--- src/rtl/foo_handshake_merge_if.sv ---
// Handshake bundle for foo_handshake_merge: three ready/valid sources and the merged output channel.
// The merge block uses the slave modport; sources and sink use master.
interface foo_handshake_merge_if #(
    parameter int WIDTH = 5
);
    logic             handshake_arr_0_valid;
    logic             handshake_arr_0_ready;
    logic [WIDTH-1:0] handshake_arr_0_data;
    logic             handshake_arr_1_valid;
    logic             handshake_arr_1_ready;
    logic [WIDTH-1:0] handshake_arr_1_data;
    logic             handshake_arr_2_valid;
    logic             handshake_arr_2_ready;
    logic [WIDTH-1:0] handshake_arr_2_data;

    logic             handshake_valid;
    logic             handshake_ready;
    logic [WIDTH-1:0] handshake_data;
    logic [1:0]       handshake_src;

    modport master (
        output handshake_arr_0_valid, handshake_arr_0_data,
        output handshake_arr_1_valid, handshake_arr_1_data,
        output handshake_arr_2_valid, handshake_arr_2_data,
        input  handshake_arr_0_ready, handshake_arr_1_ready, handshake_arr_2_ready,
        input  handshake_valid, handshake_data, handshake_src,
        output handshake_ready
    );

    modport slave (
        input  handshake_arr_0_valid, handshake_arr_0_data,
        input  handshake_arr_1_valid, handshake_arr_1_data,
        input  handshake_arr_2_valid, handshake_arr_2_data,
        output handshake_arr_0_ready, handshake_arr_1_ready, handshake_arr_2_ready,
        output handshake_valid, handshake_data, handshake_src,
        input  handshake_ready
    );
endinterface

--- src/rtl/foo_handshake_merge.sv ---
// Round-robin 3:1 ready/valid merge into a 2-entry output buffer that carries each word's source ID.
// Input readies depend only on registered occupancy, never on the downstream ready.
module foo_handshake_merge #(
    parameter int WIDTH = 5
) (
    input  logic                  CLK,
    input  logic                  RESET,
    foo_handshake_merge_if.slave  hs,
    output logic [7:0]            xfer_count
);

    logic [1:0]       count;
    logic [1:0]       ptr;
    logic [1:0]       winner;
    logic [2:0]       valid_vec;
    logic             any_valid;
    logic             can_accept;
    logic             push;
    logic             pop;
    logic [WIDTH-1:0] win_data;
    logic [WIDTH-1:0] data_q [2];
    logic [1:0]       src_q  [2];

    always_comb begin
        valid_vec  = {hs.handshake_arr_2_valid, hs.handshake_arr_1_valid, hs.handshake_arr_0_valid};
        any_valid  = |valid_vec;
        can_accept = (count < 2'd2) && !RESET;
        push       = any_valid && can_accept;
        pop        = (count != 2'd0) && hs.handshake_ready;
    end

    // Scan ptr, ptr+1, ptr+2 (mod 3) and take the first valid source.
    always_comb begin
        logic [2:0] sum;
        logic       found;
        winner = 2'd0;
        sum    = 3'd0;
        found  = 1'b0;
        for (int k = 0; k < 3; k++) begin
            sum = {1'b0, ptr} + 3'(k);
            if (sum > 3'd2) sum = sum - 3'd3;
            if (!found && valid_vec[sum[1:0]]) begin
                winner = sum[1:0];
                found  = 1'b1;
            end
        end
    end

    always_comb begin
        case (winner)
            2'd1:    win_data = hs.handshake_arr_1_data;
            2'd2:    win_data = hs.handshake_arr_2_data;
            default: win_data = hs.handshake_arr_0_data;
        endcase
        hs.handshake_arr_0_ready = push && (winner == 2'd0);
        hs.handshake_arr_1_ready = push && (winner == 2'd1);
        hs.handshake_arr_2_ready = push && (winner == 2'd2);
        hs.handshake_valid       = (count != 2'd0);
        hs.handshake_data        = data_q[0];
        hs.handshake_src         = src_q[0];
    end

    // Entry 0 is the head; it is only overwritten by a push into an empty
    // slot or by a shift, so the head holds its last value when drained.
    always_ff @(posedge CLK) begin
        if (RESET) begin
            count      <= 2'd0;
            ptr        <= 2'd0;
            xfer_count <= 8'd0;
            data_q[0]  <= '0;
            data_q[1]  <= '0;
            src_q[0]   <= 2'd0;
            src_q[1]   <= 2'd0;
        end else begin
            if (push) begin
                ptr <= (winner == 2'd2) ? 2'd0 : winner + 2'd1;
            end
            if (pop) begin
                xfer_count <= xfer_count + 8'd1;
            end
            case ({push, pop})
                2'b10: begin
                    if (count == 2'd0) begin
                        data_q[0] <= win_data;
                        src_q[0]  <= winner;
                    end else begin
                        data_q[1] <= win_data;
                        src_q[1]  <= winner;
                    end
                    count <= count + 2'd1;
                end
                2'b01: begin
                    if (count == 2'd2) begin
                        data_q[0] <= data_q[1];
                        src_q[0]  <= src_q[1];
                    end
                    count <= count - 2'd1;
                end
                2'b11: begin
                    data_q[0] <= win_data;
                    src_q[0]  <= winner;
                end
                default: ;
            endcase
        end
    end

endmodule

--- src/flat_wrapper.sv ---
// flat-port wrapper written by rule: the top's interface ports become plain ports
module foo_handshake_merge_flat 
#(
    parameter int WIDTH = 5
)
  (CLK, RESET, xfer_count, hs_handshake_arr_0_valid, hs_handshake_arr_0_data, hs_handshake_arr_1_valid, hs_handshake_arr_1_data, hs_handshake_arr_2_valid, hs_handshake_arr_2_data, hs_handshake_arr_0_ready, hs_handshake_arr_1_ready, hs_handshake_arr_2_ready, hs_handshake_valid, hs_handshake_data, hs_handshake_src, hs_handshake_ready);
  foo_handshake_merge_if #(.WIDTH(WIDTH)) hs_i ();
  input  logic CLK;
  input  logic RESET;
  output logic [7:0] xfer_count;
  input wire logic [$bits(hs_i.handshake_arr_0_valid)-1:0] hs_handshake_arr_0_valid;
  input wire logic [$bits(hs_i.handshake_arr_0_data)-1:0] hs_handshake_arr_0_data;
  input wire logic [$bits(hs_i.handshake_arr_1_valid)-1:0] hs_handshake_arr_1_valid;
  input wire logic [$bits(hs_i.handshake_arr_1_data)-1:0] hs_handshake_arr_1_data;
  input wire logic [$bits(hs_i.handshake_arr_2_valid)-1:0] hs_handshake_arr_2_valid;
  input wire logic [$bits(hs_i.handshake_arr_2_data)-1:0] hs_handshake_arr_2_data;
  output wire logic [$bits(hs_i.handshake_arr_0_ready)-1:0] hs_handshake_arr_0_ready;
  output wire logic [$bits(hs_i.handshake_arr_1_ready)-1:0] hs_handshake_arr_1_ready;
  output wire logic [$bits(hs_i.handshake_arr_2_ready)-1:0] hs_handshake_arr_2_ready;
  output wire logic [$bits(hs_i.handshake_valid)-1:0] hs_handshake_valid;
  output wire logic [$bits(hs_i.handshake_data)-1:0] hs_handshake_data;
  output wire logic [$bits(hs_i.handshake_src)-1:0] hs_handshake_src;
  input wire logic [$bits(hs_i.handshake_ready)-1:0] hs_handshake_ready;
  assign hs_i.handshake_arr_0_valid = hs_handshake_arr_0_valid;
  assign hs_i.handshake_arr_0_data = hs_handshake_arr_0_data;
  assign hs_i.handshake_arr_1_valid = hs_handshake_arr_1_valid;
  assign hs_i.handshake_arr_1_data = hs_handshake_arr_1_data;
  assign hs_i.handshake_arr_2_valid = hs_handshake_arr_2_valid;
  assign hs_i.handshake_arr_2_data = hs_handshake_arr_2_data;
  assign hs_handshake_arr_0_ready = hs_i.handshake_arr_0_ready;
  assign hs_handshake_arr_1_ready = hs_i.handshake_arr_1_ready;
  assign hs_handshake_arr_2_ready = hs_i.handshake_arr_2_ready;
  assign hs_handshake_valid = hs_i.handshake_valid;
  assign hs_handshake_data = hs_i.handshake_data;
  assign hs_handshake_src = hs_i.handshake_src;
  assign hs_i.handshake_ready = hs_handshake_ready;
  foo_handshake_merge #(.WIDTH(WIDTH)) u_core (.CLK(CLK), .RESET(RESET), .hs(hs_i), .xfer_count(xfer_count));
endmodule
--- config.mk ---
export PLATFORM = sky130hd
export DESIGN_NAME = foo_handshake_merge_flat
export DESIGN_NICKNAME = d
export VERILOG_FILES = /design/src/rtl/foo_handshake_merge_if.sv /design/src/rtl/foo_handshake_merge.sv /design/src/flat_wrapper.sv
export SDC_FILE = /design/constraint.sdc
export NUM_CORES = 1
export LEC_CHECK = 0
export BUFFER_PORTS_ARGS = -buffer_cell sky130_fd_sc_hd__buf_2
export CAP_MARGIN = 25
export CORE_MARGIN = 2
export CORE_UTILIZATION = 55
export DETAILED_ROUTE_END_ITERATION = 16
export PLACE_DENSITY = 0.95
export SLEW_MARGIN = 20
export SYNTH_ARGS = -nofsm -noshare
export SYNTH_HDL_FRONTEND = slang
export SYNTH_SLANG_ARGS = --single-unit
--- constraint.sdc ---
create_clock -name CLK -period 3.6 [get_ports CLK]
set_input_delay 0.18 -clock CLK [delete_from_list [all_inputs] [get_ports CLK]]
set_output_delay 0.18 -clock CLK [all_outputs]
set_load 0.01 [all_outputs]
==> impl_metrics.toml, run 1 <==
[layout]
post-route-cell-area_um2 = 1740
postLayoutCoreUtil = 0.695
layout_commonest_cell = "sky130_fd_sc_hd__buf_2"
antenna-diode-count = 0
layout-drive-gt1-share = 0.265
synthToLayoutAreaGrowth_pct = 17.8
nets = 220
final_cells = 215
layout_common_cells = "sky130_fd_sc_hd__buf_2, sky130_fd_sc_hd__nor2_1, sky130_fd_sc_hd__edfxtp_1"

[synthesis]
edff_count_synth = 14
netlist_area_um2 = 1480
netlist-cell-type-count = 35
syn_nets = 180
avgSynthCellArea_um2 = 10.1
synth_seq_cells = 26
yosysWarningCount = 0
ys_dominant_reg_cell = "sky130_fd_sc_hd__edfxtp_1"
synth_cells = 146
fraction_of_the_yosys_area_taken_by_sequential_cells = 0.448
async_reset_ff_frac = 0

[worst_setup_path]
worstSetupPathType = "reg -> reg"
crit_fanout = 10
cp_top_family = "adder cells"
crit_slowest_cell = "sky130_fd_sc_hd__ha_1"
critical_path_arrival_ps = 2800
critical_path.cell_chain = "inv_1 -> ha_1 -> nor2b_1 -> o21ai_0 -> a21oi_1 -> inv_1 -> ha_1 -> nor2_1 -> a21oi_1 -> a22o_1"
cp-end-kind = "flip-flop"
cp-start-kind = "flip-flop"
crit_required_ps = 3700
worst-path-buf-inv = 2
cp_slowest_stage_delay_ps = 450

[clock_network]
tritoncts_num_sinks = 26
register_clock_pin_slew_on_the_reported_worst_setup_and_hold_paths_ps = 150
cts.repair_timing.setup_buffer_count = 0
cts-hold-fix-buffers = 0
tritoncts_clock_tree = "done"
clockBufferDepth = 2
cts-buffers-inserted = 3
htree_levels = 1
cts-resized-gates = 0
clock_network_latency_to_the_later_pin_of_the_worst_skew_pair_ps = 330
ctsRootBufferMaster = "sky130_fd_sc_hd__clkbuf_4"

[global_route]
globalRouteOverflowTotal = 0
grtUsageMet3 = 0.0279
initial_antenna_violation_count = 0
first_global_vias = 1230
grt_pass1_wl_um = 5440
grtUsageMet1 = 0.240
met2_usage = 0.408
grt_max_degree = 19
gr-usage-all-layers = 0.222
grt_busiest_layer = "met2"

[power_and_ir_drop]
switchingPower_w = 0.000479
seq_power_share = 0.371
power.leakage_nw = 0.765
share_clk_of_total_power = 0.166
combinational_cell_fraction_of_total_power = 0.463
power.share.switching = 0.389
cellPowerDensity_nw_per_um2 = 708
maximum_resistive_drop_on_vdd_mv = 0.547
internal_power_w = 0.000752

[sta]
timing_max_transition_violations_final = 0
max_slew_margin = 0.468
max_slew.worst_pin.slew_ps = 792
fin_crit_ps = 2700
final.period_utilization = 0.749
report.final.setup_viol = 0
grt_setup_unrepaired = "no"
final_tns_setup_ps = 0
max_freq_mhz = 371
finalHoldViolations = 0
finClkSkew_ps = 2.87

[routing]
detail_route.first_pass.iterations = 4
via_per_inst = 5.84
detail_route.wirelength_um = 3390
vias = 1256
drc = 0
drt.antenna.violating_nets = 0
route.detailed.wl_per_inst_um = 15.7
detail_route.iter0.violations = 44

[floorplanning]
fp.dieW_um = 55.8
initial_utilization = 0.590
core.rowCount = 18
top_level_ports = 40
chipHeight_um = 55.8
fp.dieArea_um2 = 3110
core_region_area_um2 = 2500

[placed_design]
place.port_buffers = 39
place.detailed.instances = 210
dpl_cell_area_um2 = 1680
dpl.hpwl_um = 2510
gpl.final_weighted_congestion = 0.858

[flow_run]
cap_viol_max_count = 0

[min_path]
timing.hold.worst.class = "in -> reg"

[outcome]
result_of_the_run = "finished, final reports clean"
## power by group through the flow
stage | sequential (W) | clock, W | combinational (W)
after floorplan | 0.000469 | 0 | 0.000392
after global placement | 0.000456 | 0 | 0.000514
after detailed placement | 0.000465 | 0 | 0.000548
after CTS | 0.000457 | 0.000205 | 0.000561
after global routing | 0.000465 | 0.000217 | 0.000616
final | 0.000457 | 0.000205 | 0.000569
## worst reg2reg max path, delay by kind of cell, from the launching register on
kind / cells / cell delay (ps)
DFF: 1 / 410
AOI/OAI and AO/OA: 4 / 730
adders and majority gates: 2 / 780
and+or+nand+nor: 2 / 300
buffers and inverters: 2 / 260
## Yosys cell counts, drive strengths merged (2+ instances only)
master / n / area, um^2
nor2: 15 / 56.3
edfxtp: 14 / 420
ha: 13 / 163
dfxtp: 12 / 240
a21oi: 10 / 50.1
inv: 8 / 35.0
nand2: 8 / 30.0
a22o: 7 / 61.3
nor2b: 6 / 37.5
a22oi: 5 / 37.5
nor3: 5 / 35.0
o21ai: 5 / 25.0
mux2i: 4 / 40.0
xnor2: 4 / 35.0
xor2: 4 / 35.0
and2: 3 / 18.8
buf: 3 / 20.0
nand4: 3 / 18.8
and3: 2 / 12.5
clkbuf: 2 / 7.51
o31ai: 2 / 15.0
or3: 2 / 12.5
## path summary, 6_finish.rpt
path                                                   startpoint                                 to  slack [ps]  cells after the start
worst max-delay path                   u_core.ptr[0]$_SDFFE_PP0P_      u_core.data_q[0][3]$_DFFE_PP_         900                     10
worst min-delay path                                        RESET  u_core.xfer_count[6]$_SDFFE_PP0N_         200                      2
worst max register to register         u_core.ptr[0]$_SDFFE_PP0P_      u_core.data_q[0][3]$_DFFE_PP_         900                     10
worst min register to register  u_core.xfer_count[1]$_SDFFE_PP0N_  u_core.xfer_count[1]$_SDFFE_PP0N_         520                      2
## metal layers
| metal | wire [um] | vias to the layer above |
|---|---|---|
| met4 | 110 | 0 |
| li1 | - | 600 |
| met2 | 1810 | 56 |
| met3 | 176 | 13 |
| met5 | 0 | - |
| met1 | 1290 | 587 |
## registers in the layout, indices dropped and copies added, names as in the netlist
name,flops
u_core.data_q,10
u_core.src_q,4
u_core.xfer_count,8
u_core.ptr,2
u_core.count,2
## through the flow
| stage | total power (W) | worst slack, ps | hold WS (ps) |
|---|---|---|---|
| after floorplan | 0.000860 | 1280 | 478 |
| final | 0.00123 | 904 | 205 |
| after global routing | 0.00130 | 793 | 210 |
| after global placement | 0.000971 | 1170 | 477 |
| after CTS | 0.00122 | 938 | 205 |
| after detailed placement | 0.00101 | 1050 | 499 |
## cell families (layout without fill, tap and decap cells)
kind of cell,Yosys count,after routing,share of synthesized area
muxes,4,4,0.0271
and+or+nand+nor,48,48,0.167
xor gates and xnor gates,8,8,0.0475
buffers and inverters,13,52,0.0424
AOI/OAI and AO/OA,34,34,0.158
adders and majority gates,13,13,0.110
DFF,26,26,0.448
## final cells by class
class / instances / area (um^2)
inverter: 8 / 35.0
multi-input combinational: 107 / 752
clock inverter: 1 / 30.0
timing repair buffer: 40 / 200
sequential: 26 / 661
tap: 30 / 37.5
clock buffer: 3 / 22.5
fill: 193 / 762
Power figures use the tool's default switching activity.
==> run 2: changes to the inputs <==
--- a/config.mk
+++ b/config.mk
@@ -5,12 +5,13 @@
 export SDC_FILE = /design/constraint.sdc
 export NUM_CORES = 1
 export LEC_CHECK = 0
+export ABC_AREA = 1
 export BUFFER_PORTS_ARGS = -buffer_cell sky130_fd_sc_hd__buf_2
 export CAP_MARGIN = 25
 export CORE_MARGIN = 2
-export CORE_UTILIZATION = 55
+export CORE_UTILIZATION = 48
 export DETAILED_ROUTE_END_ITERATION = 16
-export PLACE_DENSITY = 0.95
+export PLACE_DENSITY = 0.88
 export SLEW_MARGIN = 20
 export SYNTH_ARGS = -nofsm -noshare
 export SYNTH_HDL_FRONTEND = slang
==> constraint.sdc (replaced) <==
create_clock -name CLK -period 2.18 [get_ports CLK]
set_input_delay 0.109 -clock CLK [delete_from_list [all_inputs] [get_ports CLK]]
set_output_delay 0.109 -clock CLK [all_outputs]
set_load 0.01 [all_outputs]
==> run 2 against run 1 <==
Net effect: the run now ends with negative setup slack left; utilization is 0.13 points higher; register-to-register slack worse by 1100 ps; sequential share of layout area is 9.0 points lower; highest routed layer unchanged; design area up 33%; critical endpoint is now u_core.data_q[0][0]$_DFFE_PP_; critical path type unchanged; largest cell class unchanged; worst setup slack worse by 1100 ps.
==> impl_metrics.toml, run 2 <==
[global_route]
initial_antenna_violation_count = 0
gr-usage-all-layers = 0.219
grt_pass1_wl_um = 7000
globalRouteOverflowTotal = 0
grt_max_degree = 15
first_global_vias = 1617

[synthesis]
fraction_of_the_yosys_area_taken_by_sequential_cells = 0.403
netlist-cell-type-count = 29
synth_seq_cells = 26
yosysWarningCount = 0
netlist_area_um2 = 1640
async_reset_ff_frac = 0
syn_nets = 240
synth.largest_area_cell = "sky130_fd_sc_hd__edfxtp_1"
avgSynthCellArea_um2 = 7.95
ys_top_cells_by_area = "sky130_fd_sc_hd__edfxtp_1, sky130_fd_sc_hd__dfxtp_1, sky130_fd_sc_hd__ha_1"
synth.top_cell.area_share = 0.257
synthTopCellsByCount = "sky130_fd_sc_hd__inv_1, sky130_fd_sc_hd__nand2_1, sky130_fd_sc_hd__nor2_1"
edff_count_synth = 14
ys_dominant_reg_cell = "sky130_fd_sc_hd__edfxtp_1"
synth_cells = 206

[routing]
detail_route.first_pass.iterations = 4
via_per_inst = 5.18
detail_route.iter0.violations = 116
vias = 1673
drt.antenna.violating_nets = 0
route.detailed.wl_per_inst_um = 13.2
drc = 0
detail_route.wirelength_um = 4270

[clock_network]
register_clock_pin_slew_on_the_reported_worst_setup_and_hold_paths_ps = 160
ctsRootBufferMaster = "sky130_fd_sc_hd__clkbuf_4"
htree_levels = 1
cts-hold-fix-buffers = 0
cts-buffers-inserted = 3
tritoncts_num_sinks = 26
clock_network_latency_to_the_later_pin_of_the_worst_skew_pair_ps = 340
tritoncts_clock_tree = "done"
clockBufferDepth = 2

[layout]
final-seq-area_um2 = 668
nets = 312
antenna-diode-count = 0
layout_common_cells = "sky130_fd_sc_hd__buf_2, sky130_fd_sc_hd__buf_4, sky130_fd_sc_hd__nand2_1"
synthToLayoutAreaGrowth_pct = 40.8
reg.largest.list = "u_core.data_q x10, u_core.xfer_count x8, u_core.src_q x4"
layout_commonest_cell = "sky130_fd_sc_hd__buf_2"
postLayoutCoreUtil = 0.697
registers.top_by_ff_count = "u_core.data_q"
largest_reg_flops = 10
layout-drive-gt1-share = 0.444
fill_cells = 242
multi_input_comb_area_um2 = 972

[worst_setup_path]
cp-start-kind = "flip-flop"
critical_path_arrival_ps = 2510
crit_fanout = 7
worstSetupPathType = "reg -> reg"
cp-end-kind = "flip-flop"
crit_required_ps = 2290

[floorplanning]
chipHeight_um = 62.4
fp.dieW_um = 62.4
fp.dieArea_um2 = 3900
initial_utilization = 0.495
core_region_area_um2 = 3310
core.rowCount = 21
top_level_ports = 40

[sta]
max_freq_mhz = 418
grt_setup_unrepaired = "yes"
report.final.setup_viol = 12
final.period_utilization = 1.10
max_slew.worst_pin.slew_ps = 458
timing_max_transition_violations_final = 0
finalHoldViolations = 0
fin_crit_ps = 2390
finClkSkew_ps = 25.0
least_setup_slack_across_all_paths_after_layout_ps = -215
max_slew_margin = 0.692
finalHoldWorstSlack_ps = 65.8

[flow_run]
cap_viol_max_count = 0

[power_and_ir_drop]
power.leakage_nw = 1.08
maximum_resistive_drop_on_vdd_mv = 0.507
cellPowerDensity_nw_per_um2 = 978

[placed_design]
gpl.final_weighted_congestion = 0.876
place.port_buffers = 39
dpl.hpwl_um = 2800

[outcome]
violations_in_the_final_reports = "negative setup slack"
result_of_the_run = "complete, but fails checks"

[min_path]
timing.hold.worst.class = "in -> reg"
## run 2: changes by cell type after synthesis, moves of 4 or more
cell | before | now
sky130_fd_sc_hd__a21oi_1 | 10 | 19
sky130_fd_sc_hd__a22o_1 | 7 | 0
sky130_fd_sc_hd__a22oi_1 | 5 | 0
sky130_fd_sc_hd__inv_1 | 7 | 32
sky130_fd_sc_hd__inv_2 | 0 | 5
sky130_fd_sc_hd__mux2i_1 | 4 | 0
sky130_fd_sc_hd__nand2_1 | 8 | 32
sky130_fd_sc_hd__nand3_1 | 1 | 14
sky130_fd_sc_hd__nor2_1 | 15 | 23
sky130_fd_sc_hd__nor2b_1 | 6 | 0
sky130_fd_sc_hd__o21ai_0 | 5 | 13
sky130_fd_sc_hd__xnor2_1 | 4 | 0
sky130_fd_sc_hd__xor2_1 | 4 | 0
## run 2: worst max-delay path: stages, from the launching register on
cell                        delay (ps)
sky130_fd_sc_hd__dfxtp_4           410
sky130_fd_sc_hd__inv_4              50
sky130_fd_sc_hd__ha_4              160
sky130_fd_sc_hd__inv_2              50
sky130_fd_sc_hd__nand2_1            50
sky130_fd_sc_hd__nand2_1            50
sky130_fd_sc_hd__nand2_1            60
sky130_fd_sc_hd__nand2_2           130
sky130_fd_sc_hd__nand4_1           160
sky130_fd_sc_hd__nand2_2           130
sky130_fd_sc_hd__inv_2              70
sky130_fd_sc_hd__ha_4              320
sky130_fd_sc_hd__inv_4              60
sky130_fd_sc_hd__a21oi_2           110
sky130_fd_sc_hd__o2bb2ai_2         130
sky130_fd_sc_hd__nand2_1            80
sky130_fd_sc_hd__o211ai_2           60
sky130_fd_sc_hd__o21ai_1            80
## run 2: per-stage QoR
step                setup slack, ps  cells  setup TNS, ps  area [um^2]  total power [W]
CTS                            -138    320          -1130         2220          0.00207
global route                   -347    323          -3680         2310          0.00241
floorplan                     -16.9    206          -16.9         1700          0.00135
global placement               -119    304           -494         2050          0.00165
detailed placement             -168    304           -979         2050          0.00169
finish                         -215    323          -1950         2310          0.00225
## run 2: cell families (layout without fill, tap and decap cells)
group,count (synthesis),count (layout),synth area share
buf+inv,39,110,0.0901
simple gates,84,84,0.254
compound gates,44,44,0.154
fa+ha+maj,13,13,0.0993
flops,26,26,0.403
## run 2: layout make-up
type                            count  area share
Timing Repair Buffer               69       0.188
Inverter                           37      0.0646
Sequential cell                    26       0.290
Clock buffer                        4      0.0114
Tap cell                           46      0.0250
Multi-Input combinational cell    141       0.422
## run 2: per-layer routing
layer  global-route usage  vias up  wire (um)
li1                     -      827          -
met2                0.406       58       2300
met5                    0        -          0
met3               0.0270        4        197
met4               0.0972        0         33
met1                0.251      784       1740
## run 2: power by group
part / switching [W] / internal, W
Clock: 0.000152 / 0.0000717
Sequential: 0.0000556 / 0.000640
Combinational: 0.000729 / 0.000607
## run 2: path summary, 6_finish.rpt
kind	from	to	slack, ps	cells past startpoint
setup reg to reg	u_core.ptr[1]$_SDFFE_PP0P_	u_core.data_q[0][0]$_DFFE_PP_	-210	17
setup / recovery	u_core.ptr[1]$_SDFFE_PP0P_	u_core.data_q[0][0]$_DFFE_PP_	-210	17
hold reg to reg	u_core.xfer_count[0]$_SDFFE_PP0N_	u_core.xfer_count[0]$_SDFFE_PP0N_	520	1
hold / removal	RESET	u_core.xfer_count[2]$_SDFFE_PP0N_	70	2
## run 2: repair_timing
| item | CTS | global route |
|---|---|---|
| setup buffers | 12 | 6 |
| endpoints found under the setup margin | 13 | 16 |
| pin swaps | 10 | 13 |
| gates resized for setup | 16 | 14 |
==> run 3: changes to the inputs <==
--- a/config.mk
+++ b/config.mk
@@ -8,9 +8,9 @@
 export ABC_AREA = 1
 export BUFFER_PORTS_ARGS = -buffer_cell sky130_fd_sc_hd__buf_2
 export CAP_MARGIN = 25
-export CORE_MARGIN = 2
 export CORE_UTILIZATION = 48
 export DETAILED_ROUTE_END_ITERATION = 16
+export GPL_TIMING_DRIVEN = 0
 export PLACE_DENSITY = 0.88
 export SLEW_MARGIN = 20
 export SYNTH_ARGS = -nofsm -noshare
==> constraint.sdc (replaced) <==
create_clock -name CLK -period 2.18 [get_ports CLK]
set_input_delay 0.109 -clock CLK [delete_from_list [all_inputs] [get_ports CLK]]
set_output_delay 0.109 -clock CLK [all_outputs]
set_load 0.05 [all_outputs]
==> run 3 against run 2 <==
Net effect: the run still ends with negative setup slack left; clock skew is 11 ps lower; first-iteration DRC count is 25% lower; register-to-register slack worse by 50 ps; critical path type unchanged; largest power group unchanged.
==> impl_metrics.toml, run 3 (same netlist as run 2, synthesis figures left out) <==
[sta]
max_freq_mhz = 409
final.period_utilization = 1.12
timing_max_transition_violations_final = 0
max_slew_margin = 0.535
report.final.setup_viol = 13
final_tns_setup_ps = -2330
finalHoldViolations = 0
grt_setup_unrepaired = "yes"
fin_crit_ps = 2440
finClkSkew_ps = 13.6
least_setup_slack_across_all_paths_after_layout_ps = -264
max_slew.worst_pin.slew_ps = 693

[worst_setup_path]
reg2regPathDepth = 15
worstReg2RegStart = "u_core.ptr[0]$_SDFFE_PP0P_"
crit_required_ps = 2290
ff2ff_setup_slack_ps = -260
cp_top_family = "simple AND/OR/NAND/NOR gates"
worst-path-buf-inv = 4
cp-end-kind = "flip-flop"
cp_slowest_stage_delay_ps = 410
worstSetupPathType = "reg -> reg"
crit_cells = 15
worst_setup_path_startpoint = "u_core.ptr[0]$_SDFFE_PP0P_"
crit_slowest_cell = "sky130_fd_sc_hd__dfxtp_4"
critical_path_arrival_ps = 2550
critical_path.cell_chain = "inv_4 -> ha_4 -> inv_2 -> nand2_2 -> nand3_2 -> nand2_2 -> nand4_1 -> nand2_2 -> inv_4 -> ha_4 -> inv_4 -> a21oi_4 -> o2bb2ai_4 -> or2_4 -> o21ai_1"
cp-start-kind = "flip-flop"
crit_fanout = 7

[layout]
layout_common_cells = "sky130_fd_sc_hd__buf_2, sky130_fd_sc_hd__nand2_1, sky130_fd_sc_hd__inv_1"
synthToLayoutAreaGrowth_pct = 40.9
layout-drive-gt1-share = 0.461
layout_commonest_cell = "sky130_fd_sc_hd__buf_2"
antenna-diode-count = 0
nets = 302
registers.top_by_ff_count = "u_core.data_q"
reg.largest.list = "u_core.data_q x10, u_core.xfer_count x8, u_core.src_q x4"
largest_reg_flops = 10

[power_and_ir_drop]
design_power_total_w = 0.00254
maximum_resistive_drop_on_vdd_mv = 0.657
cellPowerDensity_nw_per_um2 = 1100
power.leakage_nw = 1.04

[clock_network]
tritoncts_num_sinks = 26
tritoncts_clock_tree = "done"
cts-hold-fix-buffers = 0
clock_network_latency_to_the_later_pin_of_the_worst_skew_pair_ps = 330
cts-buffers-inserted = 3
clockBufferDepth = 2
htree_levels = 1
register_clock_pin_slew_on_the_reported_worst_setup_and_hold_paths_ps = 150
ctsRootBufferMaster = "sky130_fd_sc_hd__clkbuf_4"

[placed_design]
place.port_buffers = 39
place_ws_ps = -287
gpl.final_weighted_congestion = 0.902
dpl.hpwl_um = 2650

[floorplanning]
fp.dieW_um = 60.4
top_level_ports = 40
core.rowCount = 20
core_region_area_um2 = 3150
chipHeight_um = 60.4
initial_utilization = 0.519
fp.dieArea_um2 = 3650

[min_path]
timing.hold.worst.class = "in -> reg"
hold-path-cell-count = 2
hp-start = "RESET"

[outcome]
violations_in_the_final_reports = "negative setup slack"
result_of_the_run = "complete, but fails checks"

[routing]
detail_route.first_pass.iterations = 4
vias = 1664
route.detailed.wl_per_inst_um = 14.6
drt.antenna.violating_nets = 0
detail_route.wirelength_um = 4540
via_per_inst = 5.35
detail_route.iter0.violations = 87
drc = 0

[global_route]
initial_antenna_violation_count = 0
globalRouteOverflowTotal = 0
grt_pass1_wl_um = 6490
first_global_vias = 1537
gr-usage-all-layers = 0.240
grt_max_degree = 15

[flow_run]
cap_viol_max_count = 0
==> run 3: changes by cell type in the layout (fill, tap and decap cells not counted), sizes merged <==
cell | previous run | this run
buf | 69 | 58
clkinv | 0 | 1
==> run 3: power breakdown <==
group	total, W	internal [W]	switching [W]	leakage [nW]
combinational	0.00161	0.000607	0.00101	0.774
clock	0.000218	0.0000672	0.000151	0.0154
sequential	0.000710	0.000641	0.0000695	0.247
total	0.00254	0.00131	0.00123	1.04
==> run 3: final timing paths <==
path,to
worst max-delay path,u_core.data_q[0][0]$_DFFE_PP_
worst min-delay path,u_core.xfer_count[3]$_SDFFE_PP0N_
worst max register to register,u_core.data_q[0][0]$_DFFE_PP_
worst min register to register,u_core.xfer_count[0]$_SDFFE_PP0N_
==> run 3: through the flow <==
step | util | instances | cell area (um^2) | hold WS [ps]
2_1_floorplan | - | 206 | 1700 | 185
3_3_place_gp | 0.619 | 289 | 1950 | 395
3_5_place_dp | 0.619 | 289 | 1950 | 400
4_1_cts | 0.697 | 310 | 2200 | 47.5
5_1_grt | 0.732 | 311 | 2310 | 32.6
6_report | 0.732 | 311 | 2310 | 48.9
==> run 3: metal layers <==
layer  share of wire  vias up  global-route usage
met5               0        -                   0
met4           0.016        0               0.117
met3           0.038       10              0.0405
met2            0.53       72               0.433
met1            0.41      775               0.274
li1                -      807                   -
==> run 3: worst register-to-register path, stage by stage (launching register included) <==
cell and delay, ps:
sky130_fd_sc_hd__dfxtp_4 410, sky130_fd_sc_hd__inv_4 50, sky130_fd_sc_hd__ha_4 290, sky130_fd_sc_hd__inv_2 40
sky130_fd_sc_hd__nand2_2 50, sky130_fd_sc_hd__nand3_2 60, sky130_fd_sc_hd__nand2_2 90, sky130_fd_sc_hd__nand4_1 160
sky130_fd_sc_hd__nand2_2 140, sky130_fd_sc_hd__inv_4 60, sky130_fd_sc_hd__ha_4 310, sky130_fd_sc_hd__inv_4 60
sky130_fd_sc_hd__a21oi_4 150, sky130_fd_sc_hd__o2bb2ai_4 140, sky130_fd_sc_hd__or2_4 150, sky130_fd_sc_hd__o21ai_1 60
==> run 3: timing repair <==
action	in CTS	in global routing
setup buffers	17	5
endpoints found under the setup margin	27	21
pin swaps	9	16
resized for setup	25	27
endpoints found under the hold margin	0	0
==> run 3: layout make-up <==
cell class / instances / area, um^2
multi-input cells: 141 / 1050
fillers: 215 / 845
flip-flops and latches: 26 / 668
repair buffers: 57 / 353
inverters: 37 / 151
well taps: 44 / 55.1
clock buffers: 3 / 22.5
plain buffers: 2 / 8.76
clock inverters: 1 / 3.75
